[src/rtl/serial_tx_buffer_pkg.sv]
// Shared IO unit types for the serial transmit path: byte type, default FIFO
// depth and the transmitter state encoding.
// Optional feature macro: SERIAL_TX_PARITY_EN adds the PARITY state.
package IO_UnitTypes;

    typedef logic [7:0] SerialDataPath;

    localparam int SERIAL_TX_FIFO_DEPTH = 16;

    typedef enum logic [2:0] {
        ST_IDLE,
        ST_START,
        ST_DATA,
`ifdef SERIAL_TX_PARITY_EN
        ST_PARITY,
`endif
        ST_STOP
    } tx_state_t;

endpackage

[src/rtl/serial_tx_buffer_fifo.sv]
// Byte FIFO for the serial transmitter. Power-of-two depth, so the pointers
// wrap on their own. A push into a full FIFO is accepted only when a pop
// happens in the same cycle; otherwise it is ignored (the caller flags it).
module serial_tx_fifo
    import IO_UnitTypes::*;
#(
    parameter int DEPTH = SERIAL_TX_FIFO_DEPTH
) (
    input  logic                      clk,
    input  logic                      rst,
    input  logic                      push,
    input  logic                      pop,
    input  SerialDataPath             wdata,
    output SerialDataPath             rdata,
    output logic                      full,
    output logic                      empty,
    output logic [$clog2(DEPTH):0]    count
);
    localparam int AW = $clog2(DEPTH);
    localparam logic [AW:0] FULL_CNT = (AW+1)'(DEPTH);

    SerialDataPath   mem [DEPTH];
    logic [AW-1:0]   wr_ptr;
    logic [AW-1:0]   rd_ptr;
    logic            push_ok;
    logic            pop_ok;

    assign full    = (count == FULL_CNT);
    assign empty   = (count == '0);
    assign pop_ok  = pop && !empty;
    assign push_ok = push && (!full || pop_ok);
    assign rdata   = mem[rd_ptr];

    // Storage array; contents need no reset since count gates every read.
    always_ff @(posedge clk) begin
        if (push_ok)
            mem[wr_ptr] <= wdata;
    end

    // Pointers and occupancy; simultaneous push and pop leaves count unchanged.
    always_ff @(posedge clk or posedge rst) begin
        if (rst) begin
            wr_ptr <= '0;
            rd_ptr <= '0;
            count  <= '0;
        end else begin
            if (push_ok)
                wr_ptr <= wr_ptr + 1'b1;
            if (pop_ok)
                rd_ptr <= rd_ptr + 1'b1;
            case ({push_ok, pop_ok})
                2'b10:   count <= count + 1'b1;
                2'b01:   count <= count - 1'b1;
                default: count <= count;
            endcase
        end
    end

endmodule

[src/rtl/serial_tx_buffer.sv]
// Buffered UART transmitter: byte FIFO feeding a start/data/stop framer.
// Optional feature macro: SERIAL_TX_PARITY_EN inserts an even-parity bit
// between the data bits and the stop bit (8E1 instead of 8N1).
//
// state     | meaning
// ----------+------------------------------------------------------------
// ST_IDLE   | line high, waiting for the FIFO to hold a byte
// ST_START  | start bit (low) for CLK_DIV cycles
// ST_DATA   | 8 data bits, LSB first, CLK_DIV cycles each
// ST_PARITY | even parity of the data byte (parity build only)
// ST_STOP   | stop bit (high); chains straight into the next frame if queued
module serial_tx_buffer
    import IO_UnitTypes::*;
#(
    parameter int FIFO_DEPTH = SERIAL_TX_FIFO_DEPTH,
    parameter int CLK_DIV    = 868
) (
    input  logic                          clk,
    input  logic                          rst,
    input  logic                          serialWE,
    input  SerialDataPath                 serialWriteData,
    output logic                          txd,
    output logic                          busy,
    output logic [$clog2(FIFO_DEPTH):0]   fifoCount,
    output logic                          overflow
);
    localparam int            CW     = $clog2(CLK_DIV);
    localparam logic [CW-1:0] RELOAD = CW'(CLK_DIV - 1);

    tx_state_t      state;
    tx_state_t      state_nxt;
    logic [CW-1:0]  baud_cnt;
    logic [2:0]     bit_idx;
    SerialDataPath  shift_reg;
    logic           txd_nxt;
    logic           tc;
    logic           fifo_pop;
    logic           fifo_full;
    logic           fifo_empty;
    SerialDataPath  fifo_rdata;

    serial_tx_fifo #(
        .DEPTH (FIFO_DEPTH)
    ) u_fifo (
        .clk   (clk),
        .rst   (rst),
        .push  (serialWE),
        .pop   (fifo_pop),
        .wdata (serialWriteData),
        .rdata (fifo_rdata),
        .full  (fifo_full),
        .empty (fifo_empty),
        .count (fifoCount)
    );

    assign tc   = (baud_cnt == '0);
    assign busy = (state != ST_IDLE) || (fifoCount != '0);

`ifdef SERIAL_TX_PARITY_EN
    logic parity_bit;

    // Parity captured at pop time, since the shift register is consumed by DATA.
    always_ff @(posedge clk or posedge rst) begin
        if (rst)
            parity_bit <= 1'b0;
        else if (fifo_pop)
            parity_bit <= ^fifo_rdata;
    end
`endif

    // Next state, FIFO pop and the next line level (txd is registered).
    always_comb begin
        state_nxt = state;
        fifo_pop  = 1'b0;
        txd_nxt   = txd;
        case (state)
            ST_IDLE: begin
                if (!fifo_empty) begin
                    fifo_pop  = 1'b1;
                    state_nxt = ST_START;
                    txd_nxt   = 1'b0;
                end
            end
            ST_START: begin
                if (tc) begin
                    state_nxt = ST_DATA;
                    txd_nxt   = shift_reg[0];
                end
            end
            ST_DATA: begin
                if (tc) begin
                    if (bit_idx == 3'd7) begin
`ifdef SERIAL_TX_PARITY_EN
                        state_nxt = ST_PARITY;
                        txd_nxt   = parity_bit;
`else
                        state_nxt = ST_STOP;
                        txd_nxt   = 1'b1;
`endif
                    end else begin
                        // shift_reg moves right on this edge, so bit 1 is next.
                        txd_nxt = shift_reg[1];
                    end
                end
            end
`ifdef SERIAL_TX_PARITY_EN
            ST_PARITY: begin
                if (tc) begin
                    state_nxt = ST_STOP;
                    txd_nxt   = 1'b1;
                end
            end
`endif
            ST_STOP: begin
                if (tc) begin
                    if (!fifo_empty) begin
                        fifo_pop  = 1'b1;
                        state_nxt = ST_START;
                        txd_nxt   = 1'b0;
                    end else begin
                        state_nxt = ST_IDLE;
                        txd_nxt   = 1'b1;
                    end
                end
            end
            default: begin
                state_nxt = ST_IDLE;
                txd_nxt   = 1'b1;
            end
        endcase
    end

    // State register, baud down-counter, bit index, shift register and line.
    always_ff @(posedge clk or posedge rst) begin
        if (rst) begin
            state     <= ST_IDLE;
            baud_cnt  <= '0;
            bit_idx   <= '0;
            shift_reg <= '0;
            txd       <= 1'b1;
        end else begin
            state <= state_nxt;
            txd   <= txd_nxt;
            // Held at reload in IDLE so every bit period starts from CLK_DIV-1.
            if (state == ST_IDLE || tc)
                baud_cnt <= RELOAD;
            else
                baud_cnt <= baud_cnt - 1'b1;
            if (state == ST_DATA && tc)
                bit_idx <= bit_idx + 1'b1;
            if (fifo_pop)
                shift_reg <= fifo_rdata;
            else if (state == ST_DATA && tc)
                shift_reg <= {1'b0, shift_reg[7:1]};
        end
    end

    // Sticky overflow: a write hit a full FIFO with no pop to make room.
    always_ff @(posedge clk or posedge rst) begin
        if (rst)
            overflow <= 1'b0;
        else if (serialWE && fifo_full && !fifo_pop)
            overflow <= 1'b1;
    end

endmodule

[config.mk]
export PLATFORM = sky130hd
export DESIGN_NAME = serial_tx_buffer
export DESIGN_NICKNAME = d
export VERILOG_FILES = /design/src/rtl/serial_tx_buffer_pkg.sv /design/src/rtl/serial_tx_buffer_fifo.sv /design/src/rtl/serial_tx_buffer.sv
export SDC_FILE = /design/constraint.sdc
export NUM_CORES = 1
export LEC_CHECK = 0
export CAP_MARGIN = 20
export CORE_MARGIN = 2
export CORE_UTILIZATION = 30
export CTS_CLUSTER_SIZE = 24
export DETAILED_ROUTE_END_ITERATION = 7
export PLACE_DENSITY_LB_ADDON = 0.08
export SYNTH_ARGS = -nofsm -noshare
export SYNTH_HDL_FRONTEND = slang
export SYNTH_SLANG_ARGS = --single-unit
[constraint.sdc]
create_clock -name clk -period 4.1 [get_ports clk]
set_input_delay 0.82 -clock clk [delete_from_list [all_inputs] [get_ports clk]]
set_output_delay 0.82 -clock clk [all_outputs]
set_load 0.01 [all_outputs]
==> key figures, run 1 <==
Layout
  – Ant diodes: 0
  – Largest register FFs: 128
  – Post-layout instance area: 8150 sq um
  – Fin util: 35.9%
  – Layout cells sized above 1: 20.8%
  – Post-layout nets: 475
  – Layout area overhead: 17.0%

Clock tree
  – TritonCTS buffer count: 17
  – Cts repair resizes: 0
  – H-tree Lvls: 4
  – Clock sink count: 166
  – Worst-path clk slew: 0.07 ns
  – CTS max path bufs: 2
  – Hold Buf Count CTS: 0
  – Post-CTS Setup Inserts: 0
  – Clock latency on the worst-skew pair: 0.42 ns
  – TritonCTS clock tree: yes
  – Root Driver: clkbuf_16

Worst hold path
  – Hold crit path type: flop to flop
  – Hold Path Depth: 1

Yosys
  – Post-synthesis compound-gate area fraction: 4.96%
  – Asr flop ratio synth: 22.9%
  – Simple-Gate Fraction of Synth Area: 6.57%
  – #FFs+latches synth: 166
  – Number of synthesized flops with an enable pin: 128
  – Cell area after synthesis: 6970 sq um
  – Synthesized area per cell: 16.8 sq um
  – Ys flop type: edfxtp_1
  – Main combinational cell family by area after synthesis: multiplexers
  – Yosys top cell area share: 55.2%
  – Synth Area in Adders: 2.87%
  – Synth unique cells: 51
  – Synthesized Nets: 442
  – Cell taking the most area after synthesis: edfxtp_1
  – Post-synthesis mux area share: 12.4%
  – Seq/Total Area, Yosys: 68.8%
  – Ranking of synthesized cells by area: edfxtp_1, dfrtp_1, mux4_2, ha_1, a22oi_1
  – Xor/xnor cell area share of the yosys netlist: 2.50%
  – YS warnings: 0
  – Post-Syn Instances: 415

Die
  – Core region area: 22,700 sq um
  – IO Count: 19
  – Rows: 55
  – DIE AREA: 24,500 sq um
  – DIE WIDTH: 156 um
  – Starting Density: 30.7%
  – Die height: 156 um

Timing
  – Min Tclk post-route: 3.29 ns
  – Final setup fails: 0
  – F_max: 304 MHz
  – RSZ-0062 raised after global routing: no
  – Period utilization: 80.2%
  – Least-Margin Pin Slew: 0.970 ns
  – Worst Skew: 0.0103 ns
  – Hold Vio Cnt, Final: 0
  – Max-slew violations: 0
  – Max-slew headroom: 35.1%
  – Setup TNS: 0 ns
  – WHS: 0.480 ns

Setup path
  – CP most frequent cell: ha_1
  – Crit path arrival time: 3.64 ns
  – Worst path depth: 14
  – CP endpoint kind: flop
  – CP Launch Type: flop
  – CP Class: flop to flop
  – Buffers plus inverters on the worst setup path: 1
  – Crit-path cells: inv_1 > ha_1 > nor3b_2 > and3_1 > a31o_4 > nand2_4 > ha_1 > xor2_1 > ha_1 > o21a_1 > o21ai_0 > nand3b_1 > a21oi_1 > xor2_1
  – Reg2Reg Depth: 14
  – Crit-path max cell delay: 0.44 ns
  – Critical-path top delay cell: nor3b_2
  – CP Max Fanout: 8
  – Family with the most delay on the worst path: simple AND/OR/NAND/NOR gates
  – Data required time at the worst endpoint: 4.45 ns

Global route
  – Vias in the first global route: 3,723
  – Largest net degree at the start of global routing: 39
  – Grt total ovfl: 0
  – Initial antenna violation count: 0
  – First-pass GRT wire length: 22.6 mm
  – GRT Total Usage: 12.7%

Drt
  – WL final: 14.7 mm
  – Antenna Nets Post-Route: 0
  – Vias per std cell: 4.80
  – DR WL/cell: 19.7 um
  – Via Count: 3,584
  – DRT iter0 DRCs: 220
  – First-pass DRT Iterations: 4
  – DRC viols: 0

Place
  – GPL Wtd Cong: 0.779
  – DP Area: 7550 sq um
  – HPWL after DPL: 9.47 mm
  – PortBufs: 18

Status
  – Status: finished, final reports clean

Power and ir drop
  – Overall Power: 5.69 mW
  – Worst vdd ir: 327 uV
  – Pleak: 2.90 nW
  – Cell Pwr Density: 699 nW/um^2

Run
  – Max_cap viols: 0
kinds of logic (layout without fill, tap and decap cells):
family / count (synthesis) / in the layout
AO/OA/AOI/OAI: 52 / 52
multiplexers: 45 / 45
adder cells (fa/ha/maj): 16 / 16
AND/OR/NAND/NOR: 86 / 86
XOR/XNOR: 19 / 19
flip-flops: 166 / 166
buffers and inverters: 31 / 77
final timing paths:
path / startpoint / end / slack, ns
min in group asynchronous: rst / u_fifo.rd_ptr[1] / 0.83
min: bit_idx[0] / bit_idx[0] / 0.48
min reg2reg: bit_idx[0] / bit_idx[0] / 0.48
max reg2reg: baud_cnt[0] / u_fifo.count[4] / 0.81
max: baud_cnt[0] / u_fifo.count[4] / 0.81
max in group asynchronous: rst / u_fifo.rd_ptr[0] / 2.87
through the flow:
step	setup slack [ns]	instances
finish	0.811	746
floorplan	1.05	415
global route	0.504	746
detailed placement	0.815	714
global placement	0.939	714
CTS	0.818	746
worst reg2reg max path: cells and delay by family, from the launching register on:
kind / cells / cell delay (ns)
buffers and inverters: 1 / 0.07
and+or+nand+nor: 4 / 0.97
DFF: 1 / 0.40
adders and majority gates: 3 / 0.70
AOI/OAI and AO/OA: 4 / 0.75
xor gates and xnor gates: 2 / 0.33
synth_stat cells (all sizes together), types with 3 or more instances:
master and instances:
xnor2 12, a22oi 17, ha 16, nand3 7
nor3 5, nand2b 5, mux2i 8, a21oi 8
o21bai 3, dfrtp 37, buf 12, nor4 3
nand2 29, mux2 5, nor2 21, clkbuf 8
xor2 7, inv 11, o21ai 14, mux4 32
edfxtp 128, and3 4
metal layers:
metal  track usage, %  share of wire [%]  up-vias
met1             16.5                 44     1849
li1                 -                  -     1662
met4             3.36                1.1        0
met5                0                  0        -
met2             21.5                 51       58
met3             2.99                3.8       15
layout make-up:
type,instances,area [sq um]
Inverter,11,41.3
Sequential cell,166,4800
Tap cell,285,357
Clock buffer,17,425
Fill cell,2145,14600
Multi-Input combinational cell,218,2040
Clock inverter,15,178
Timing Repair Buffer,34,313
cell usage in the layout, fill, tap and decap left out, drive strengths merged, types with 2 or more instances in the layout:
cell | Yosys | layout
a21oi | 8 | 8
a22oi | 17 | 17
a31oi | 2 | 2
and3 | 4 | 4
buf | 12 | 16
clkbuf | 8 | 17
clkdlybuf4s50 | 0 | 18
clkinv | 0 | 6
dfrtp | 37 | 37
edfxtp | 128 | 128
ha | 16 | 16
inv | 11 | 19
mux2 | 5 | 5
mux2i | 8 | 8
mux4 | 32 | 32
nand2 | 29 | 29
nand2b | 5 | 5
nand3 | 7 | 7
nand3b | 2 | 2
nor2 | 21 | 21
nor2b | 2 | 2
nor3 | 5 | 5
nor3b | 2 | 2
nor4 | 3 | 3
o21ai | 14 | 14
o21bai | 3 | 3
xnor2 | 12 | 12
xor2 | 7 | 7
power by group:
part           switching (mW)  total [mW]  internal (mW)
logic                   0.922        1.73          0.804
clock network           0.740        1.62          0.877
registers               0.243        2.35           2.11
Power figures use the tool's default switching activity.
==> run 2: changes to the inputs <==
- clock period: 4.1 -> 2.6 ns (I/O delays scaled with it)
==> run 2 against run 1 <==
  * Largest cell class unchanged
  * Utilization is 1.2 points higher
  * Routed wire length up 3.8%
  * Via count is 3.1% higher
  * Global-route usage up 0.71 points
  * Sequential power grew 54%
  * Largest power group unchanged
  * Sequential cell count did not move
  * Hold slack about the same
  * Non-clock buffer count up 25
  * Combinational power increased by 80%
  * Sequential share of layout area shrank 1.9 points
  * Clock power increased by 59%
==> key figures, run 2 (synthesis results as in run 1) <==
Layout
  – Commonest non-fill, non-tap cell in the layout: edfxtp_1
  – Fin util: 37.1% (+1.2 points)
  – Post-Layout Cell Count: 771 (+3.4%)
  – Storage cell area: 4800 sq um (unchanged)
  – Layout cells sized above 1: 27.0% (+6.1 points)
  – Largest register FFs: 128 (unchanged)
  – Multi-input logic area: 2100 sq um (+3.2%)
  – Fillers: 2,153 (+0.37%)
  – Ant diodes: 0 (unchanged)
  – Layout area overhead: 20.8%
  – Post-layout nets: 500 (+5.3%)
  – Commonest non-fill, non-tap cells in the layout: edfxtp_1, buf_4, dfrtp_1

Power and ir drop
  – Worst vdd ir: 402 uV (+23%)
  – Cell Pwr Density: 1100 nW/um^2 (+58%)
  – Pleak: 3.03 nW (+4.5%)
  – Pint: 6.15 mW (+62%)
  – Switching share of power: 33.8% (+0.32 points)
  – Reg power frac: 38.9% (-2.4 points)
  – Combinational power share: 33.5% (+3.2 points)
  – Psw: 3.14 mW (+65%)
  – Clock share of power: 27.6% (-0.8 points)
  – Overall Power: 9.28 mW (+63%)

Die
  – Starting Density: 30.7% (unchanged)
  – DIE WIDTH: 156 um (unchanged)
  – Core region area: 22,700 sq um (unchanged)
  – Die height: 156 um (unchanged)
  – IO Count: 19 (unchanged)
  – DIE AREA: 24,500 sq um (unchanged)
  – Rows: 55 (unchanged)

Timing
  – Max-slew headroom: 52.3% (+17 points)
  – F_max: 389 MHz (+28%)
  – RSZ-0062 raised after global routing: yes
  – Period utilization: 98.8% (+19 points)
  – Least-Margin Pin Slew: 0.714 ns (-0.256 ns)
  – Max-slew violations: 0 (unchanged)
  – Final setup fails: 0 (unchanged)
  – Hold Vio Cnt, Final: 0 (unchanged)
  – Worst Skew: 0.0101 ns (-0.000248 ns)
  – Min Tclk post-route: 2.57 ns (-0.721 ns)

Setup path
  – Family with the most delay on the worst path: simple AND/OR/NAND/NOR gates
  – Critical-path top delay cell: dfrtp_1
  – Crit-path cells: inv_1 > ha_2 > nor3b_4 > and3_4 > a31o_4 > nand2_4 > ha_4 > xor2_1 > ha_2 > o21a_1 > o21ai_1 > nand3b_1 > a21oi_2 > xor2_1
  – Crit-path max cell delay: 0.38 ns (-0.06 ns)
  – CP Launch Type: flop
  – CP Class: flop to flop
  – CP endpoint kind: flop
  – Buffers plus inverters on the worst setup path: 1 (unchanged)
  – CP Max Fanout: 3 (-5)
  – Data required time at the worst endpoint: 2.95 ns (-1.50 ns)
  – Crit path arrival time: 2.92 ns (-0.72 ns)

Global route
  – Initial antenna violation count: 0 (unchanged)
  – Vias in the first global route: 3,769 (+1.2%)
  – GRT Total Usage: 13.4% (+0.71 points)
  – Grt total ovfl: 0 (unchanged)
  – Largest net degree at the start of global routing: 39 (unchanged)
  – First-pass GRT wire length: 23.4 mm (+3.9%)

Place
  – PortBufs: 18 (unchanged)
  – GPL Wtd Cong: 0.703 (-9.8%)
  – HPWL after DPL: 9.67 mm (+2.2%)
  – DP Cell Count: 736 (+3.1%)

Drt
  – Antenna Nets Post-Route: 0 (unchanged)
  – Max layer used: met4
  – WL met2: 7.67 mm (+3.4%)
  – WL final: 15.2 mm (+3.8%)
  – First-pass DRT Iterations: 4 (unchanged)
  – Via Count: 3,696 (+3.1%)
  – Routed met1 length: 6.78 mm (+4.1%)
  – Routed wl met3: 602 um (+7.5%)
  – DR WL/cell: 19.7 um (+0.42%)
  – DRT iter0 DRCs: 229 (+4.1%)
  – Vias per std cell: 4.79 (-0.22%)
  – DRC viols: 0 (unchanged)

Clock tree
  – Clock latency on the worst-skew pair: 0.43 ns (about the same)
  – Worst-path clk slew: 0.07 ns (about the same)
  – TritonCTS clock tree: yes
  – Clock sink count: 166 (unchanged)
  – TritonCTS buffer count: 17 (unchanged)
  – H-tree Lvls: 4 (unchanged)
  – Hold Buf Count CTS: 0 (unchanged)
  – Root Driver: clkbuf_16
  – CTS max path bufs: 2 (unchanged)

Worst hold path
  – Hold crit path type: flop to flop

Status
  – Status: finished, final reports clean

Run
  – Max_cap viols: 0 (unchanged)
[run 2: cell count changes in the layout (fill, tap and decap cells not counted), sizes merged]
cell,delta
clkinv,-1
buf,+25
clkbuf,+1
clkinvlp,+2
inv,-1
clkdlybuf4s50,-1
[run 2: worst paths after layout]
path / depth (start not counted) / end / startpoint / slack [ns]
min in group asynchronous: 3 / u_fifo.count[2] / rst / 0.51
hold reg to reg: 1 / bit_idx[0] / bit_idx[0] / 0.48
hold / removal: 1 / bit_idx[0] / bit_idx[0] / 0.48
max in group asynchronous: 3 / txd / rst / 1.71
setup / recovery: 14 / u_fifo.count[4] / baud_cnt[1] / 0.03
setup reg to reg: 14 / u_fifo.count[4] / baud_cnt[1] / 0.03
[run 2: what timing repair did]
action	4_1_cts	5_1_grt
gates resized for setup	2	6
pin swaps	0	3
setup buffers	2	1
setup endpoints to repair	2	17
[run 2: layout make-up]
class | count | area share, %
sequential | 166 | 57.0
timing repair buffer | 59 | 6.08
clock inverter | 15 | 2.17
tap | 285 | 4.24
multi-input combinational | 218 | 25.0
inverter | 11 | 0.490
clock buffer | 17 | 5.05
[run 2: power by group through the flow]
stage | Clock, mW | Sequential (mW) | Combinational (mW)
after floorplan | 0 | 3.59 | 2.08
after global placement | 0 | 3.65 | 3.10
after detailed placement | 0 | 3.66 | 3.11
after CTS | 2.64 | 3.61 | 3.13
after global routing | 2.74 | 3.67 | 3.43
final | 2.57 | 3.61 | 3.11
[run 2: metal layers]
metal / vias to the layer above / global-route usage, %
li1: 1703 / -
met4: 0 / 3.93
met1: 1921 / 17.5
met5: - / 0
met3: 10 / 3.24
met2: 62 / 22.4
[run 2: metrics by stage]
| stage | worst slack [ns] | hold slack, ns | setup TNS (ns) | area [sq um] |
|---|---|---|---|---|
| 5_1_grt | -0.153 | 0.500 | -0.155 | 8420 |
| 6_report | 0.0321 | 0.481 | 0 | 8420 |
| 2_1_floorplan | -0.150 | 0.445 | -0.188 | 7020 |
| 3_3_place_gp | 0.0504 | 0.465 | 0 | 7770 |
| 4_1_cts | 0.00709 | 0.491 | 0 | 8390 |
| 3_5_place_dp | -0.0111 | 0.471 | -0.0111 | 7770 |
